## src/rtl/imem_pkg.sv

```systemverilog
`default_nettype none
// ============================================================================
// Module   : imem_pkg
// Brief    : Shared fault codes, FSM state encoding and helpers for the
//            instruction memory controller.
// Revision : 1.0 - initial release
// ============================================================================
package imem_pkg;

  localparam int FLT_W = 3;

  localparam logic [FLT_W-1:0] FLT_OK           = 3'd0;
  localparam logic [FLT_W-1:0] FLT_MISALIGNED   = 3'd1;
  localparam logic [FLT_W-1:0] FLT_OUT_OF_RANGE = 3'd2;
  localparam logic [FLT_W-1:0] FLT_UNWRITTEN    = 3'd3;
  localparam logic [FLT_W-1:0] FLT_PARITY       = 3'd4;
  localparam logic [FLT_W-1:0] FLT_BUSY         = 3'd5;

  typedef enum logic [0:0] {
    ST_INIT  = 1'b0,
    ST_READY = 1'b1
  } state_t;

  // Number of byte-offset bits inside one word of data_w bits.
  function automatic int off_bits(input int data_w);
    return $clog2(data_w / 8);
  endfunction

endpackage
`default_nettype wire

```

## src/rtl/imem_if.sv

```systemverilog
`default_nettype none
// ============================================================================
// Module   : imem_if
// Brief    : Fetch-side read channel and loader-side write channel of the
//            instruction memory. The IMEM_PARITY_EN macro adds inj_par_err.
// Revision : 1.0 - initial release
// ============================================================================
interface imem_if #(
  parameter int ADDR_W = 32,
  parameter int DATA_W = 32
);
  import imem_pkg::*;

  logic                ready;
  logic                rd_req;
  logic [ADDR_W-1:0]   rd_addr;
  logic                rd_valid;
  logic [DATA_W-1:0]   rd_data;
  logic [FLT_W-1:0]    rd_fault;
  logic                wr_en;
  logic [ADDR_W-1:0]   wr_addr;
  logic [DATA_W-1:0]   wr_data;
`ifdef IMEM_PARITY_EN
  logic                inj_par_err;
`endif
  logic                wr_ack;
  logic                wr_err;

  modport master (
    input  ready,
    output rd_req, rd_addr,
    input  rd_valid, rd_data, rd_fault,
    output wr_en, wr_addr, wr_data,
`ifdef IMEM_PARITY_EN
    output inj_par_err,
`endif
    input  wr_ack, wr_err
  );

  modport slave (
    output ready,
    input  rd_req, rd_addr,
    output rd_valid, rd_data, rd_fault,
    input  wr_en, wr_addr, wr_data,
`ifdef IMEM_PARITY_EN
    input  inj_par_err,
`endif
    output wr_ack, wr_err
  );

endinterface
`default_nettype wire

```

## src/rtl/imem_array.sv

```systemverilog
`default_nettype none
// ============================================================================
// Module   : imem_array
// Brief    : DEPTH x WIDTH storage, one write port and one registered read
//            port. A read and write to the same word in one cycle returns the
//            old contents (read-first).
// Revision : 1.0 - initial release
// ============================================================================
module imem_array
  import imem_pkg::*;
#(
  parameter int DEPTH = 128,
  parameter int WIDTH = 32,
  parameter int IDX_W = 7
) (
  input  wire logic             clk,
  input  wire logic             i_we,
  input  wire logic [IDX_W-1:0] i_waddr,
  input  wire logic [WIDTH-1:0] i_wdata,
  input  wire logic [IDX_W-1:0] i_raddr,
  output logic      [WIDTH-1:0] o_rdata
);

  logic [WIDTH-1:0] r_mem [DEPTH];
  logic [WIDTH-1:0] r_rdata;

  // Write port plus registered read; non-blocking update gives read-first.
  always_ff @(posedge clk) begin
    if (i_we) begin
      r_mem[i_waddr] <= i_wdata;
    end
    r_rdata <= r_mem[i_raddr];
  end

  assign o_rdata = r_rdata;

endmodule
`default_nettype wire

```

## src/rtl/imem_ctrl.sv

```systemverilog
`default_nettype none
// ============================================================================
// Module   : imem_ctrl
// Brief    : Instruction memory with post-reset clearing sweep, pipelined
//            req/valid reads with fault codes, and a checked load port.
//            Optional macro IMEM_PARITY_EN adds per-word even parity and the
//            inj_par_err error-injection input.
// Revision : 1.0 - initial release
// ============================================================================
module imem_ctrl
  import imem_pkg::*;
#(
  parameter int ADDR_W = 32,
  parameter int DATA_W = 32,
  parameter int DEPTH  = 128
) (
  input  wire logic clk,
  input  wire logic reset,
  imem_if.slave     bus
);

  localparam int c_BYTES = DATA_W / 8;
  localparam int c_OFF_W = off_bits(DATA_W);
  localparam int c_IDX_W = (DEPTH > 1) ? $clog2(DEPTH) : 1;
`ifdef IMEM_PARITY_EN
  localparam int c_MEM_W = DATA_W + 1;
`else
  localparam int c_MEM_W = DATA_W;
`endif
  localparam logic [ADDR_W-1:0]  c_OFF_MASK = ADDR_W'(c_BYTES - 1);
  localparam logic [ADDR_W-1:0]  c_DEPTH_A  = ADDR_W'(DEPTH);
  localparam logic [c_IDX_W-1:0] c_LAST     = c_IDX_W'(DEPTH - 1);

  state_t              r_state, w_state_nxt;
  logic [c_IDX_W-1:0]  r_idx, w_idx_nxt;
  logic [DEPTH-1:0]    r_tag;
  logic                w_ready;

  logic [ADDR_W-1:0]   w_wr_word;
  logic [c_IDX_W-1:0]  w_wr_idx;
  logic                w_wr_ok;
  logic                w_wr_commit;

  logic [ADDR_W-1:0]   w_rd_word;
  logic                w_rd_inrange;
  logic [c_IDX_W-1:0]  w_rd_idx;
  logic [FLT_W-1:0]    w_rd_flt;

  logic                w_mem_we;
  logic [c_IDX_W-1:0]  w_mem_waddr;
  logic [c_MEM_W-1:0]  w_mem_wdata;
  logic [c_MEM_W-1:0]  w_mem_rdata;

  logic                r_valid;
  logic [FLT_W-1:0]    r_flt;
  logic [FLT_W-1:0]    w_out_flt;
  logic                r_ack;
  logic                r_err;

  // FSM state and sweep index registers.
  always_ff @(posedge clk) begin
    if (reset) begin
      r_state <= ST_INIT;
      r_idx   <= '0;
    end else begin
      r_state <= w_state_nxt;
      r_idx   <= w_idx_nxt;
    end
  end

  // Sweep advances one word per cycle and parks in READY after the last word.
  always_comb begin
    w_state_nxt = r_state;
    w_idx_nxt   = r_idx;
    case (r_state)
      ST_INIT: begin
        w_idx_nxt = r_idx + 1'b1;
        if (r_idx == c_LAST) begin
          w_state_nxt = ST_READY;
          w_idx_nxt   = '0;
        end
      end
      ST_READY: ;
      default: begin
        w_state_nxt = ST_INIT;
        w_idx_nxt   = '0;
      end
    endcase
  end

  assign w_ready = (r_state == ST_READY);

  // Write legality: word index is kept at full address width so huge
  // addresses never alias onto valid words.
  assign w_wr_word   = bus.wr_addr >> c_OFF_W;
  assign w_wr_idx    = w_wr_word[c_IDX_W-1:0];
  assign w_wr_ok     = w_ready && ((bus.wr_addr & c_OFF_MASK) == '0) && (w_wr_word < c_DEPTH_A);
  assign w_wr_commit = bus.wr_en && w_wr_ok && !reset;

  // Storage write mux: sweep clears words, otherwise committed loads.
  always_comb begin
    w_mem_we    = 1'b0;
    w_mem_waddr = r_idx;
    w_mem_wdata = '0;
    if (r_state == ST_INIT) begin
      w_mem_we = 1'b1;
    end else if (w_wr_commit) begin
      w_mem_we    = 1'b1;
      w_mem_waddr = w_wr_idx;
      w_mem_wdata[DATA_W-1:0] = bus.wr_data;
`ifdef IMEM_PARITY_EN
      w_mem_wdata[DATA_W] = (^bus.wr_data) ^ bus.inj_par_err;
`endif
    end
  end

  // Valid tags: cleared by the sweep, set by committed loads.
  always_ff @(posedge clk) begin
    if (r_state == ST_INIT) begin
      r_tag[r_idx] <= 1'b0;
    end else if (w_wr_commit) begin
      r_tag[w_wr_idx] <= 1'b1;
    end
  end

  // Read address decode; out-of-range requests read word 0 harmlessly.
  assign w_rd_word    = bus.rd_addr >> c_OFF_W;
  assign w_rd_inrange = (w_rd_word < c_DEPTH_A);
  assign w_rd_idx     = w_rd_inrange ? w_rd_word[c_IDX_W-1:0] : '0;

  // Fault priority evaluated against pre-write tags (read-first).
  always_comb begin
    w_rd_flt = FLT_OK;
    if (!w_ready) begin
      w_rd_flt = FLT_BUSY;
    end else if ((bus.rd_addr & c_OFF_MASK) != '0) begin
      w_rd_flt = FLT_MISALIGNED;
    end else if (!w_rd_inrange) begin
      w_rd_flt = FLT_OUT_OF_RANGE;
    end else if (!r_tag[w_rd_idx]) begin
      w_rd_flt = FLT_UNWRITTEN;
    end
  end

  imem_array #(
    .DEPTH (DEPTH),
    .WIDTH (c_MEM_W),
    .IDX_W (c_IDX_W)
  ) u_array (
    .clk     (clk),
    .i_we    (w_mem_we),
    .i_waddr (w_mem_waddr),
    .i_wdata (w_mem_wdata),
    .i_raddr (w_rd_idx),
    .o_rdata (w_mem_rdata)
  );

  // Response pipeline stage for reads and write acknowledges.
  always_ff @(posedge clk) begin
    if (reset) begin
      r_valid <= 1'b0;
      r_flt   <= FLT_OK;
      r_ack   <= 1'b0;
      r_err   <= 1'b0;
    end else begin
      r_valid <= bus.rd_req;
      r_flt   <= bus.rd_req ? w_rd_flt : FLT_OK;
      r_ack   <= bus.wr_en && w_wr_ok;
      r_err   <= bus.wr_en && !w_wr_ok;
    end
  end

  // Final fault: parity only downgrades an otherwise clean response.
  always_comb begin
    w_out_flt = r_flt;
`ifdef IMEM_PARITY_EN
    if (r_valid && (r_flt == FLT_OK) &&
        ((^w_mem_rdata[DATA_W-1:0]) != w_mem_rdata[DATA_W])) begin
      w_out_flt = FLT_PARITY;
    end
`endif
  end

  assign bus.ready    = w_ready;
  assign bus.rd_valid = r_valid;
  assign bus.rd_fault = w_out_flt;
  assign bus.rd_data  = (r_valid && (w_out_flt == FLT_OK)) ? w_mem_rdata[DATA_W-1:0] : '0;
  assign bus.wr_ack   = r_ack;
  assign bus.wr_err   = r_err;

endmodule
`default_nettype wire

```

## src/flat_wrapper.sv

```systemverilog
// flat-port wrapper written by rule: the top's interface ports become plain ports
module imem_ctrl_flat import imem_pkg::*;
#(
  parameter int ADDR_W = 32,
  parameter int DATA_W = 32,
  parameter int DEPTH  = 128
)
  (clk, reset, bus_ready, bus_rd_req, bus_rd_addr, bus_rd_valid, bus_rd_data, bus_rd_fault, bus_wr_en, bus_wr_addr, bus_wr_data, bus_wr_ack, bus_wr_err);
  imem_if #(.ADDR_W(ADDR_W), .DATA_W(DATA_W)) bus_i ();
  input  wire logic clk;
  input  wire logic reset;
  output wire logic [$bits(bus_i.ready)-1:0] bus_ready;
  input wire logic [$bits(bus_i.rd_req)-1:0] bus_rd_req;
  input wire logic [$bits(bus_i.rd_addr)-1:0] bus_rd_addr;
  output wire logic [$bits(bus_i.rd_valid)-1:0] bus_rd_valid;
  output wire logic [$bits(bus_i.rd_data)-1:0] bus_rd_data;
  output wire logic [$bits(bus_i.rd_fault)-1:0] bus_rd_fault;
  input wire logic [$bits(bus_i.wr_en)-1:0] bus_wr_en;
  input wire logic [$bits(bus_i.wr_addr)-1:0] bus_wr_addr;
  input wire logic [$bits(bus_i.wr_data)-1:0] bus_wr_data;
  output wire logic [$bits(bus_i.wr_ack)-1:0] bus_wr_ack;
  output wire logic [$bits(bus_i.wr_err)-1:0] bus_wr_err;
  assign bus_ready = bus_i.ready;
  assign bus_i.rd_req = bus_rd_req;
  assign bus_i.rd_addr = bus_rd_addr;
  assign bus_rd_valid = bus_i.rd_valid;
  assign bus_rd_data = bus_i.rd_data;
  assign bus_rd_fault = bus_i.rd_fault;
  assign bus_i.wr_en = bus_wr_en;
  assign bus_i.wr_addr = bus_wr_addr;
  assign bus_i.wr_data = bus_wr_data;
  assign bus_wr_ack = bus_i.wr_ack;
  assign bus_wr_err = bus_i.wr_err;
  imem_ctrl #(.ADDR_W(ADDR_W), .DATA_W(DATA_W), .DEPTH(DEPTH)) u_core (.clk(clk), .reset(reset), .bus(bus_i));
endmodule
```

## config.mk

```make
export PLATFORM = sky130hd
export DESIGN_NAME = imem_ctrl_flat
export DESIGN_NICKNAME = d
export VERILOG_FILES = /design/src/rtl/imem_pkg.sv /design/src/rtl/imem_if.sv /design/src/rtl/imem_array.sv /design/src/rtl/imem_ctrl.sv /design/src/flat_wrapper.sv
export SDC_FILE = /design/constraint.sdc
export NUM_CORES = 2
export LEC_CHECK = 0
export BUFFER_PORTS_ARGS = -buffer_cell sky130_fd_sc_hd__buf_4
export CORE_ASPECT_RATIO = 0.9
export CORE_MARGIN = 2
export CORE_UTILIZATION = 55
export DETAILED_ROUTE_END_ITERATION = 10
export GPL_TIMING_DRIVEN = 0
export PLACE_DENSITY_LB_ADDON = 0.3
export SLEW_MARGIN = 20
export SYNTH_ARGS = -nofsm -noshare
export SYNTH_HDL_FRONTEND = slang
export SYNTH_HIERARCHICAL = 1
export SYNTH_SLANG_ARGS = --single-unit
export TNS_END_PERCENT = 1
```

## constraint.sdc

```tcl
create_clock -name clk -period 9.3 [get_ports clk]
set_clock_uncertainty 0.15 [all_clocks]
set_input_delay 0.465 -clock clk [delete_from_list [all_inputs] [get_ports clk]]
set_output_delay 0.465 -clock clk [all_outputs]
set_load 0.005 [all_outputs]
```

==> results.json <==
{
  "antenna_found_initial": 50,
  "dp_cells": 11278,
  "cp.arrival_ps": 7440,
  "place_congestion": 1.148,
  "yosys_register_bits": 4270,
  "finalHoldViolations": 0,
  "syn_avg_cell_area_um2": 23.70,
  "htreeDepth": 5,
  "ir_worst_vdd_uv": 160.6,
  "regToRegSetupSlack_ps": 2300,
  "pwr_density_cell_nw_per_um2": 201.2,
  "yosysSeqAreaShare_pct": 77.32,
  "critPathBufInv": 6,
  "start_util_pct": 55.39,
  "hold_class": "primary input to flop",
  "vias_per_cell": 6.907,
  "finalNonFillerCells": 12117,
  "core_region_area_um2": 298300,
  "grt_use_total_pct": 30.28,
  "slowest_stage": "clkbuf_2",
  "dp_worst_setup_slack_ps": 2278,
  "final_area_um2": 191300,
  "cts-buffers-inserted": 415,
  "finalCriticalPeriod_ps": 6996,
  "area_growth_pct": 15.76,
  "layout.area.seq_um2": 127800,
  "wire_per_inst_um": 38.17,
  "startpoint_type": "flop",
  "placed_area_um2": 177300,
  "slew_headroom_pct": 15.01,
  "finalWirelength_mm": 462.5,
  "dp_hpwl_mm": 305.8,
  "postCtsResizedCells": 0,
  "synth.distinct_cells": 72,
  "setup_viol": 0,
  "ios": 139,
  "dr.pass1.iters": 8,
  "synth_flop_cell": "edfxtp_1",
  "postLayoutCoreUtil_pct": 64.12,
  "grt_overflow_total": 0,
  "fp.dieW_um": 581.8,
  "drtIter0Drc": 13157,
  "ctsRootBufferMaster": "clkbuf_16",
  "status": "complete, no violations",
  "postCtsSetupRepairBufs": 0,
  "required_ps": 9740,
  "path_max_fanout": 41,
  "async_flop_share_pct": 0,
  "crit_type": "flop to flop",
  "multi_input_area_um2": 36900,
  "rows": 190,
  "drcViolationCount": 0,
  "io_buffer_count": 131,
  "rsz0062_at_grt": "false",
  "cp_cell_sequence": "buf_2 > inv_2 > nor4_1 > nand4_1 > nor4b_2 > buf_2 > nand2b_4 > clkbuf_1 > nor2b_1 > nand3_1 > clkbuf_2 > nor2_4 > buf_12",
  "chipHeight_um": 524,
  "syn_nets": 7072,
  "maxSlewViolCount": 0,
  "crit_top_cell": "buf_2",
  "cts_sinks": 4270,
  "nets": 7872,
  "grt_start_max_net_pins": 85,
  "cts_tree": "done",
  "grt_pass1_vias": 81965,
  "tightest_slew_ps": 1275,
  "ant_nets": 0,
  "endpoint_kind": "flop",
  "die_area_um2": 304900,
  "clk_pin_slew_ps": 60,
  "synth_warnings": 6,
  "slowest_delay_ps": 800,
  "synthCells": 6971,
  "fmax_mhz": 142.9,
  "fillers": 18563,
  "netlist_area_um2": 165200,
  "post-route-period-util_pct": 75.22,
  "worstSkewPairLatency_ps": 940,
  "grt_pass1_wl_mm": 640.4,
  "setup_ws_ps": 2304,
  "leakagePower_nw": 61.57,
  "cp_top_family": "simple AND/OR/NAND/NOR gates",
  "drive_above_1_share_pct": 33.42,
  "maxCapViolCount": 0,
  "timing.setup.tns_ps": 0,
  "vias": 83689,
  "synth_edf_count": 4224,
  "cts_buffer_depth": 4
}
[cells by family after synthesis]
| group | count (synthesis) | synth area share, % |
|---|---|---|
| AOI/OAI and AO/OA | 461 | 1.525 |
| xor gates and xnor gates | 5 | 0.02651 |
| adders and majority gates | 1 | 0.007571 |
| buffers and inverters | 404 | 1.010 |
| DFF | 4270 | 77.32 |
| muxes | 1418 | 18.86 |
| and+or+nand+nor | 412 | 1.252 |
[worst min-delay path, stage by stage]
cell      delay (ps)
buf_4             80
nor2_1            30
nand4_1           90
nor4b_2          110
clkbuf_1         220
[power breakdown]
part	internal [mW]	switching (mW)
logic	0.164	0.309
clock network	9.86	7.20
registers	20.9	0.0380
total	30.9	7.55
[flip-flops by register name, indices dropped and copies added, names as in the netlist]
name,count
u_core/u_array/r_mem,4096
u_core/bus.rd_valid,1
u_core/bus.wr_err,1
u_core/u_array/o_rdata,32
u_core/r_idx,7
u_core/bus.rd_fault,3
u_core/r_tag,128
u_core/bus.wr_ack,1
u_core/bus.ready,1
[routing by layer]
metal / vias up / share of wire, % / GRT usage, %
met5: - / 0.061 / 0.5715
met1: 44623 / 36 / 41.91
li1: 31847 / - / -
met4: 10 / 4.6 / 11.96
met2: 6266 / 46 / 45.85
met3: 943 / 14 / 9.085
[metrics by stage]
stage	total power, mW	hold WS [ps]
2_1_floorplan	21.52	412.2
3_3_place_gp	21.74	430.0
3_5_place_dp	21.80	447.4
4_1_cts	38.61	11.82
5_1_grt	39.31	63.55
6_report	38.48	59.01
[worst paths after layout]
| path | to | cells past startpoint | from |
|---|---|---|---|
| worst max-delay path | u_core/u_array/r_mem[54][14] | 13 | u_core/bus.ready |
| worst min-delay path | u_core/bus.wr_ack | 5 | bus_wr_addr[22] |
| worst max register to register | u_core/u_array/r_mem[54][14] | 13 | u_core/bus.ready |
| worst min register to register | u_core/r_tag[41] | 2 | u_core/r_tag[41] |
[cell usage in the layout, fill, tap and decap left out, drive strengths merged, types with 46 or more instances in the layout]
master / instances
a21oi: 136
and2: 67
buf: 515
bufinv: 52
clkbuf: 743
clkinv: 177
dfxtp: 46
diode: 70
edfxtp: 4224
mux2: 48
mux4: 1352
nand2: 47
nor2: 164
o21ai: 266
[Yosys cell counts, drive strengths merged (3+ instances only)]
library cell | n | area, um^2
buf | 149 | 709.4
o311ai | 3 | 26.28
o2111ai | 4 | 35.03
dfxtp | 46 | 920.9
nor3b | 4 | 30.03
a31oi | 4 | 25.02
nor2b | 14 | 87.58
a211oi | 4 | 30.03
a2111oi | 3 | 32.53
clkbuf | 241 | 905.9
o21ai | 266 | 1331
mux2i | 18 | 180.2
a211o | 3 | 26.28
nor4 | 20 | 156.4
edfxtp | 4224 | 126800
inv | 12 | 45.04
nand2b | 8 | 50.05
xor2 | 3 | 26.28
and2 | 67 | 419.2
nand2 | 47 | 178.9
a21oi | 136 | 680.7
o21a | 5 | 37.54
o211ai | 3 | 22.52
and3 | 4 | 25.02
mux2 | 48 | 540.5
a22oi | 4 | 30.03
nor2 | 164 | 623.1
nand3b | 3 | 22.52
nand3 | 37 | 195.2
a221oi | 6 | 58.80
o221ai | 6 | 58.80
nor3 | 22 | 121.4
mux4 | 1352 | 30450
nand4 | 12 | 81.33
[layout make-up]
type / instances / area share, %
clock buffer: 497 / 5.738
multi-input combinational: 2297 / 19.29
antenna: 70 / 0.09157
timing repair buffer: 383 / 3.178
sequential: 4270 / 66.79
tap: 3936 / 2.574
clock inverter: 260 / 1.435
buffer: 390 / 0.8745
inverter: 14 / 0.02813
[what timing repair did]
item | 4_1_cts | 5_1_grt
hold buffers | 12 | 0
setup endpoints to repair | 0 | 0
endpoints found under the hold margin | 14 | 0
No activity file was read; power rests on OpenSTA's default activity.
